`src/rtl/seq_pkg.sv`:
```
// Shared definitions for the serial pattern transmitter and the detector benches.
// Holds the transmitter FSM state type, the default pattern width and the length-field width helper.
package seq_pkg;

    typedef enum logic {
        SEQ_IDLE  = 1'b0,
        SEQ_SHIFT = 1'b1
    } seq_state_t;

    localparam int SEQ_WIDTH = 8;

    // The length field must hold 0..w inclusive, so it needs one more code than w.
    function automatic int seq_len_w(input int w);
        return $clog2(w + 1);
    endfunction

endpackage

```
`src/rtl/seq_pattern_tx.sv`:
```
// Serial bit-pattern transmitter: sends a captured pattern MSB-first on x, repeated in_rep+1 times.
// Back-to-back requests can be accepted on the last bit so that consecutive patterns have no gap.
module seq_pattern_tx
    import seq_pkg::*;
#(
    parameter int   WIDTH    = SEQ_WIDTH,
    parameter int   LEN_W    = seq_len_w(WIDTH),
    parameter int   REP_W    = 4,
    parameter logic IDLE_LVL = 1'b0
) (
    input  logic             clk,
    input  logic             rst,
    input  logic             in_valid,
    output logic             in_ready,
    input  logic [WIDTH-1:0] in_data,
    input  logic [LEN_W-1:0] in_len,
    input  logic [REP_W-1:0] in_rep,
    input  logic             abort,
    output logic             x,
    output logic             x_valid,
    output logic             busy,
    output logic             done
);

    localparam int IDX_W = $clog2(WIDTH);

    seq_state_t       state, state_nxt;
    logic [WIDTH-1:0] pat, pat_nxt;
    logic [LEN_W-1:0] len, len_nxt;
    logic [LEN_W-1:0] idx, idx_nxt;
    logic [REP_W-1:0] rep_left, rep_left_nxt;
    logic             last_bit;
    logic             accept;

    assign last_bit = (state == SEQ_SHIFT) && (idx == '0) && (rep_left == '0);
    assign in_ready = (state == SEQ_IDLE) || (last_bit && !abort);
    assign accept   = in_valid && in_ready;

    // Serial outputs decode only registered state, so they never follow in_* within a cycle.
    assign x       = (state == SEQ_SHIFT) ? pat[idx[IDX_W-1:0]] : IDLE_LVL;
    assign x_valid = (state == SEQ_SHIFT);
    assign busy    = (state == SEQ_SHIFT);
    assign done    = last_bit;

    always_ff @(posedge clk or negedge rst) begin
        if (!rst) begin
            state    <= SEQ_IDLE;
            pat      <= '0;
            len      <= '0;
            idx      <= '0;
            rep_left <= '0;
        end else begin
            state    <= state_nxt;
            pat      <= pat_nxt;
            len      <= len_nxt;
            idx      <= idx_nxt;
            rep_left <= rep_left_nxt;
        end
    end

    always_comb begin
        state_nxt    = state;
        pat_nxt      = pat;
        len_nxt      = len;
        idx_nxt      = idx;
        rep_left_nxt = rep_left;

        if (state == SEQ_SHIFT) begin
            if (abort) begin
                state_nxt = SEQ_IDLE;
            end else if (idx != '0) begin
                idx_nxt = idx - LEN_W'(1);
            end else if (rep_left != '0) begin
                idx_nxt      = len - LEN_W'(1);
                rep_left_nxt = rep_left - REP_W'(1);
            end else begin
                state_nxt = SEQ_IDLE;
            end
        end

        // Accept is only possible in IDLE or on an un-aborted last bit, so it overrides the above.
        if (accept) begin
            pat_nxt      = in_data;
            len_nxt      = in_len;
            rep_left_nxt = in_rep;
            idx_nxt      = in_len - LEN_W'(1);
            state_nxt    = (in_len != '0) ? SEQ_SHIFT : SEQ_IDLE;
        end
    end

endmodule

```
`config.mk`:
```
export PLATFORM = sky130hd
export DESIGN_NAME = seq_pattern_tx
export DESIGN_NICKNAME = d
export VERILOG_FILES = /design/src/rtl/seq_pkg.sv /design/src/rtl/seq_pattern_tx.sv
export SDC_FILE = /design/constraint.sdc
export NUM_CORES = 1
export LEC_CHECK = 0
export BUFFER_PORTS_ARGS = -buffer_cell sky130_fd_sc_hd__buf_4
export CORE_MARGIN = 1
export CORE_UTILIZATION = 40
export CTS_BUF_LIST = sky130_fd_sc_hd__clkbuf_4 sky130_fd_sc_hd__clkbuf_8
export DETAILED_ROUTE_END_ITERATION = 10
export GPL_TIMING_DRIVEN = 0
export MAX_ROUTING_LAYER = met4
export PLACE_DENSITY = 0.62
export SYNTH_ARGS = -nofsm -noshare
export SYNTH_HDL_FRONTEND = slang
export SYNTH_SLANG_ARGS = --single-unit
```
`constraint.sdc`:
```
create_clock -name clk -period 6.9 [get_ports clk]
set_input_delay 1.38 -clock clk [delete_from_list [all_inputs] [get_ports clk]]
set_output_delay 1.38 -clock clk [all_outputs]
set_load 0.005 [all_outputs]
```
# == Word level (Yosys, flattened, before mapping) ==
# Index checks and enable logic that the tools add are counted.
# totals
register_bits,21
output_inout_bits,5
word_cells,48
# classes
order_cmp,1
bitwise_logic,1
reduce_logical,16
mux,19
n_addsub,4
n_eq_ne,2
# ops
cell,n
$mux 4,10
$sub 4x1->4 const B,4
$reduce_bool 4->1,3
$logic_not 4->1,2
$mux 1,8
$logic_and 1x1->1,4
$lt 3x4->1 const B,1
$reduce_and 4->1,1
$reduce_bool 2->1,2
$bmux 1 s3,1
$reduce_and 3->1,1
$reduce_bool 3->1,1
$ne 2x1->1 const B,1
$ne 2x2->1 const B,1
$logic_not 1->1,1
$logic_or 1x1->1,1
$not 1->1,1

# == Longest topological paths before layout ==
# Gate-level depths: netlist of run 1.
# logic_depth
ltp_word,8
mapped_depth,12

# == Worst setup path after synthesis of run 1 ==
# No wires, ideal clock.
# synth_path
path_kind,in2reg
start,in abort
end,reg idx[2]
t_arrival_ns,3.187
path_stages,9
path_buffers,1
setup_slack_ns,3.649
cell_sequence,o41ai_4 -> and2_1 -> buf_4 -> nand2_1 -> o21a_1 -> ha_1 -> or2_2 -> a211oi_1 -> a211o_1
# synth_between
elab_chain_cells,6
word_cells_on_any_way,9
cone_classes,eq/ne: 1; mux: 1; reduce/logical: 7
# synth_rtl
item,line,rtl
"start, declared",seq_pattern_tx.sv:18,"input logic abort,"
$logic_not 1->1,seq_pattern_tx.sv:36,assign in_ready = (state == SEQ_IDLE) || (last_bit && !abort);
$logic_and 1x1->1,seq_pattern_tx.sv:36,
$logic_or 1x1->1,seq_pattern_tx.sv:36,
$logic_and 1x1->1,seq_pattern_tx.sv:37,assign accept = in_valid && in_ready;
$ne 2x1->1 (no source line) (tied with other cells),-,
$reduce_and 3->1 (no source line),-,
"end signal, assigned",seq_pattern_tx.sv:56,idx <= idx_nxt;
"end, declared",seq_pattern_tx.sv:30,"logic [LEN_W-1:0] idx, idx_nxt;"
# Several ways; a longest one is shown, not always the timed one.
# A chain may end at the register's enable or synchronous reset.

# == Final worst setup path of run 1 ==
# layout_path
start,in abort
end,out in_ready
# layout_between
elab_chain_cells,3
# layout_rtl
item,line,rtl
$logic_not 1->1,seq_pattern_tx.sv:36,
$logic_and 1x1->1,seq_pattern_tx.sv:36,
$logic_or 1x1->1,seq_pattern_tx.sv:36,
"end, declared",seq_pattern_tx.sv:14,"output logic in_ready,"
# Every way passes these cells.

==> results of run 1 <==
==> worst max-delay path by stage <==
stage           start       end  slack, ps  cells after the start
3_3_place_gp    abort  in_ready       3280                      3
2_1_floorplan   abort    idx[2]       3650                      9
5_1_grt        idx[0]  in_ready       3180                      5
4_1_cts         abort  in_ready       3260                      3
3_5_place_dp    abort  in_ready       3270                      3
6_report        abort  in_ready       3260                      3
==> layer usage <==
metal	vias up	global-route usage, %
met5	-	-
met4	0	2.787
met3	2	2.765
met2	20	31.09
met1	477	24.48
li1	518	-
==> kinds of logic (layout without fill, tap and decap cells) <==
kind of cell	after synthesis	after routing	share of synthesized area, %
AO/OA/AOI/OAI	34	34	19.83
XOR/XNOR	1	1	0.7347
adder cells (fa/ha/maj)	3	3	3.148
buffers and inverters	13	40	4.931
flip-flops	21	21	44.07
multiplexers	5	5	6.401
AND/OR/NAND/NOR	56	56	20.88
==> layout make-up <==
cell class / count / area, µm²
fill: 279 / 1350
multi-input combinational: 99 / 608.1
sequential: 21 / 525.5
timing repair buffer: 23 / 172.7
tap: 31 / 38.79
buffer: 7 / 36.28
clock buffer: 3 / 22.52
inverter: 6 / 22.52
clock inverter: 1 / 5.005
==> worst max-delay path: stages <==
cell and delay, ps:
buf_4 130, o41ai_4 540, buf_4 200
==> power groups by stage <==
stage | logic (mW) | clock network [mW] | registers [mW]
3_3_place_gp | 0.215 | 0 | 0.216
4_1_cts | 0.221 | 0.0620 | 0.216
6_report | 0.220 | 0.0609 | 0.217
5_1_grt | 0.250 | 0.0683 | 0.224
3_5_place_dp | 0.220 | 0 | 0.219
2_1_floorplan | 0.167 | 0 | 0.204
==> state kept, by name (all words and copies together), names as in the netlist <==
name and flops:
pat 8, busy 1, rep_left 4, idx 4, len 4
==> layout by cell type, fill, tap and decap left out, drive strengths merged <==
cell    count
nand2      38
buf        27
dfrtp      21
a21oi       8
o21ai       8
inv         6
clkbuf      6
nand2b      4
nor2        3
o21a        3
nor4        3
o31ai       3
ha          3
a31oi       2
mux4        2
mux2i       2
a22o        2
nor3        2
or4         1
o41ai       1
and2        1
nand3       1
o22ai       1
o21bai      1
nand4b      1
nand3b      1
or2         1
a211oi      1
a211o       1
mux2        1
a22oi       1
xnor2       1
o211ai      1
o31a        1
clkinv      1
==> flow_metrics.py, run 1 <==
metrics = {
    "sta": {
        "setup_ws_ps": 3257,
        "hold_viol_final": 0,
        "tightestPinTransition_ps": 519.2,
        "slew_viol_final": 0,
        "rsz0062_at_grt": "false",
        "timing.fmax_mhz": 274.5,
        "slew_headroom_pct": 65.27,
        "fin_crit_ps": 3643,
        "period_share_pct": 52.79,
        "fin_tns_setup_ps": 0,
        "hold_ws_ps": 494.7,
        "setup_violations": 0,
        "fin_worst_skew_ps": 14.50,
    },
    "detailed_routing": {
        "dr_wl_met2_um": 1258,
        "top_layer_used": "met4",
        "vias": 1017,
        "wirelength_um": 2651,
        "postRouteAntennaNets": 0,
        "drc_errors": 0,
        "wirelength_met1_um": 1295,
        "drt_first_pass_iters": 4,
        "vias_per_cell": 5.325,
        "drt-initial-drc-count": 17,
        "post_drt_wl_per_cell_um": 13.88,
        "wl_met3_um": 80,
    },
    "yosys": {
        "yosys.area.top_type": "dfrtp_1",
        "syn_area_um2": 1192,
        "ys.flop_type": "dfrtp_1",
        "syn_area_per_cell_um2": 8.965,
        "synthCells": 133,
        "yosysTopAreaCellShare_pct": 44.07,
        "synth_seq_area_share_pct": 44.07,
        "synthArstFlopShare_pct": 100.0,
        "synth.most_common_cell": "nand2_1",
        "synth.distinct_cells": 36,
        "ys_warn_count": 0,
        "synth_edf_count": 0,
        "synthTopCellsByArea": "dfrtp_1, nand2_1, mux4_2",
        "synth_seq_cells": 21,
        "synth_nets": 156,
        "ys_top_cells_by_count": "nand2_1, dfrtp_1, a21oi_1",
    },
    "global_route": {
        "grt_max_degree": 22,
        "antenna_found_initial": 0,
        "grt_usage_pct": 18.58,
        "grt_pass1_vias": 1029,
        "grt_pass1_wl_um": 4554,
        "grt_overflow_total": 0,
    },
    "setup_path": {
        "critPathMaxFanout": 8,
        "r2r_setup_slack_ps": 3660,
        "reg2reg_from": "idx[0]",
        "rr_endpoint": "idx[2]",
        "worstSetupEndpointType": "primary output",
        "crit_type": "in -> out",
        "crit_arrival_ps": 2260,
        "cp.required_ps": 5520,
        "startpoint_type": "input port",
        "reg2reg_depth": 12,
    },
    "finish": {
        "fin_cells": 191,
        "n_antenna_cell": 0,
        "drive_gt1_share_pct": 22.50,
        "final_area_um2": 1431,
        "fin_util_pct": 51.46,
        "syn_to_final_growth_pct": 20.04,
        "final_nets": 184,
    },
    "clock_network": {
        "cts_max_level": 1,
        "holdBufCountCts": 0,
        "cts_buffers": 3,
        "clk_path_buf_depth": 2,
        "clkSinkCount": 21,
        "ctsResizeCount": 0,
        "cts_tree": "done",
        "clkSlewWorstSetupHoldPaths_ps": 130,
        "cts_setup_buffers": 0,
        "root_buffer": "clkbuf_4",
        "clk_latency_ps": 310,
    },
    "place": {
        "post-place-ws_ps": 3266,
        "portBuffers": 23,
        "postPlaceCellArea_um2": 1404,
        "gp_congestion": 0.8392,
        "dp_hpwl_um": 1927,
        "place_inst": 187,
    },
    "floorplan": {
        "die_x_um": 56.60,
        "fp.coreArea_um2": 2781,
        "ioPinCount": 25,
        "dieArea_um2": 3204,
        "start_util_pct": 42.87,
        "die_h_um": 56.60,
        "rows": 19,
    },
    "power": {
        "p_clk_share_pct": 12.3,
        "pwr-share-comb_pct": 44.2,
        "pwr-share-seq_pct": 43.6,
        "total_leakage_power_nw": 0.6969,
        "power_density_nw_per_um2": 347.2,
        "irDropWorstVdd_v": 0.0001730,
        "power.total_mw": 0.4969,
        "power_switching_share_pct": 39.93,
        "internal-power_mw": 0.2985,
        "p_switching_mw": 0.1984,
    },
    "hold_path": {
        "min_from": "pat[5]",
        "hold_depth": 2,
        "hold_path_end": "pat[5]",
        "worstHoldPathType": "reg -> reg",
    },
    "run_status": {
        "status": "finished, final reports clean",
    },
    "job": {
        "maxCapViolCount": 0,
    },
}
(Power assumes the default switching activity.)
==> run 2, diff against run 1 <==
- ABC_AREA: not set -> 1
- clock period: 6.9 -> 3.4 ns (I/O delays scaled with it)
==> flow_metrics.py, run 2 <==
metrics = {
    "run_status": {
        "status": "finished with violations",
        "violations": "design-rule violations",
    },
    "clock_network": {
        "clk_latency_ps": 300,
        "clkSlewWorstSetupHoldPaths_ps": 120,
        "cts_setup_buffers": 0,
        "holdBufCountCts": 0,
        "cts_max_level": 1,
        "ctsResizeCount": 0,
        "clkSinkCount": 21,
        "root_buffer": "clkbuf_4",
        "cts_buffers": 3,
        "cts_tree": "done",
        "clk_path_buf_depth": 2,
    },
    "yosys": {
        "yosysTopAreaCellShare_pct": 43.25,
        "synthArstFlopShare_pct": 100.0,
        "synthCells": 156,
        "synth_edf_count": 0,
        "syn_area_um2": 1215,
        "synth.most_common_cell": "nand2_1",
        "syn_area_per_cell_um2": 7.788,
        "ys.flop_type": "dfrtp_1",
        "yosys.area.top_type": "dfrtp_1",
        "synth_seq_area_share_pct": 43.25,
        "synth_seq_cells": 21,
        "synthTopCellsByArea": "dfrtp_1, nand2_1, o21ai_0",
        "synth_nets": 179,
        "synth.distinct_cells": 29,
        "ys_warn_count": 0,
        "ys_top_cells_by_count": "nand2_1, dfrtp_1, inv_1, o21ai_0, nor2_1",
    },
    "detailed_routing": {
        "post_drt_wl_per_cell_um": 11.28,
        "drt-initial-drc-count": 35,
        "wirelength_um": 2425,
        "drt_first_pass_iters": 7,
        "drc_errors": 2,
        "postRouteAntennaNets": 0,
        "vias_per_cell": 4.893,
        "vias": 1052,
    },
    "setup_path": {
        "critPathMaxFanout": 4,
        "cp.required_ps": 2720,
        "crit_type": "reg -> out",
        "worstSetupEndpointType": "primary output",
        "crit_arrival_ps": 1780,
        "startpoint_type": "flip-flop",
    },
    "sta": {
        "fin_crit_ps": 2459,
        "fin_worst_skew_ps": 2.428,
        "slew_viol_final": 0,
        "rsz0062_at_grt": "false",
        "hold_viol_final": 0,
        "tightestPinTransition_ps": 303.4,
        "period_share_pct": 72.33,
        "fin_tns_setup_ps": 0,
        "setup_violations": 0,
        "setup_ws_ps": 940.6,
        "slew_headroom_pct": 79.70,
        "hold_ws_ps": 240.5,
        "timing.fmax_mhz": 406.6,
    },
    "power": {
        "irDropWorstVdd_v": 0.0003654,
        "power_density_nw_per_um2": 720.8,
        "total_leakage_power_nw": 0.7712,
    },
    "finish": {
        "fillCellCount": 275,
        "final_nets": 208,
        "syn_to_final_growth_pct": 20.49,
        "regMostFlops": "pat",
        "final_area_um2": 1464,
        "mostFrequentLayoutCell": "nand2_1",
        "drive_gt1_share_pct": 22.83,
        "largest_reg_flops": 8,
        "layout_common_cells": "nand2_1, buf_4, dfrtp_1, inv_1, o21ai_0",
        "n_antenna_cell": 0,
    },
    "global_route": {
        "grt_usage_pct": 17.19,
        "grt_pass1_vias": 990,
        "antenna_found_initial": 0,
        "grt_max_degree": 22,
        "grt_overflow_total": 0,
        "grt_pass1_wl_um": 4243,
    },
    "floorplan": {
        "dieArea_um2": 3262,
        "ioPinCount": 25,
        "die_h_um": 57.11,
        "rows": 19,
        "die_x_um": 57.11,
        "fp.coreArea_um2": 2805,
        "start_util_pct": 43.31,
    },
    "hold_path": {
        "worstHoldPathType": "in -> async",
    },
    "place": {
        "dp_hpwl_um": 1826,
        "gp_congestion": 0.8376,
        "post-place-ws_ps": 1266,
        "postPlaceCellArea_um2": 1434,
        "portBuffers": 24,
    },
    "job": {
        "maxCapViolCount": 0,
    },
}
==> run 2: kinds of logic (layout without fill, tap and decap cells) <==
kind of cell	Yosys count	in the layout	synth area share [%]
fa+ha+maj	3	3	3.090
xor+xnor	2	2	1.442
mux	1	1	1.235
simple gates	75	75	27.29
compound gates	29	29	14.73
flops	21	21	43.25
buf+inv	25	53	8.960
==> run 2: worst paths after layout <==
check | startpoint | depth (start not counted) | slack [ps] | end
setup / recovery | rep_left[0] | 8 | 940 | done
hold / removal | rst | 1 | 240 | rep_left[2]
setup reg to reg | rep_left[0] | 12 | 1420 | idx[2]
hold reg to reg | pat[3] | 2 | 490 | pat[3]
max in group asynchronous | rst | 1 | 2940 | pat[3]
min in group clk | pat[3] | 2 | 490 | pat[3]
==> run 2: area by class of cell <==
class / instances / area (µm²) / area share [%]
multi-input cells: 110 / 580.6 / 39.66
flip-flops and latches: 21 / 525.5 / 35.90
repair buffers: 24 / 180.2 / 12.31
inverters: 22 / 85.08 / 5.812
well taps: 31 / 38.79 / 2.650
clock buffers: 4 / 30.03 / 2.051
plain buffers: 3 / 23.77 / 1.624
==> run 2: metal layers <==
metal | vias up | share of wire (%) | GRT usage, %
met2 | 19 | 46 | 27.23
met4 | 0 | 0.74 | 6.272
met3 | 2 | 3.5 | 2.041
met1 | 480 | 49 | 22.75
li1 | 551 | - | -
met5 | - | 0 | -
==> run 2: power breakdown <==
part	internal (mW)	leakage, nW	switching, mW
logic	0.215	0.496	0.303
registers	0.345	0.257	0.0612
clock network	0.0536	0.0184	0.0763
total	0.614	0.771	0.441
==> run 2: worst max-delay path: stages (launching register included) <==
cell     delay (ps)
dfrtp_1         390
inv_1           110
ha_1            160
nand2_1          50
nor2_1          150
inv_1            80
nor2_1          270
and2_1          170
buf_4           100
==> run 2: stage by stage <==
step | cells | utilization (%) | power (mW)
2_1_floorplan | 156 | - | 0.7934
3_3_place_gp | 211 | 51.12 | 0.9203
3_5_place_dp | 211 | 51.12 | 0.9360
4_1_cts | 215 | 52.19 | 1.067
5_1_grt | 215 | 52.19 | 1.165
6_report | 215 | 52.19 | 1.055
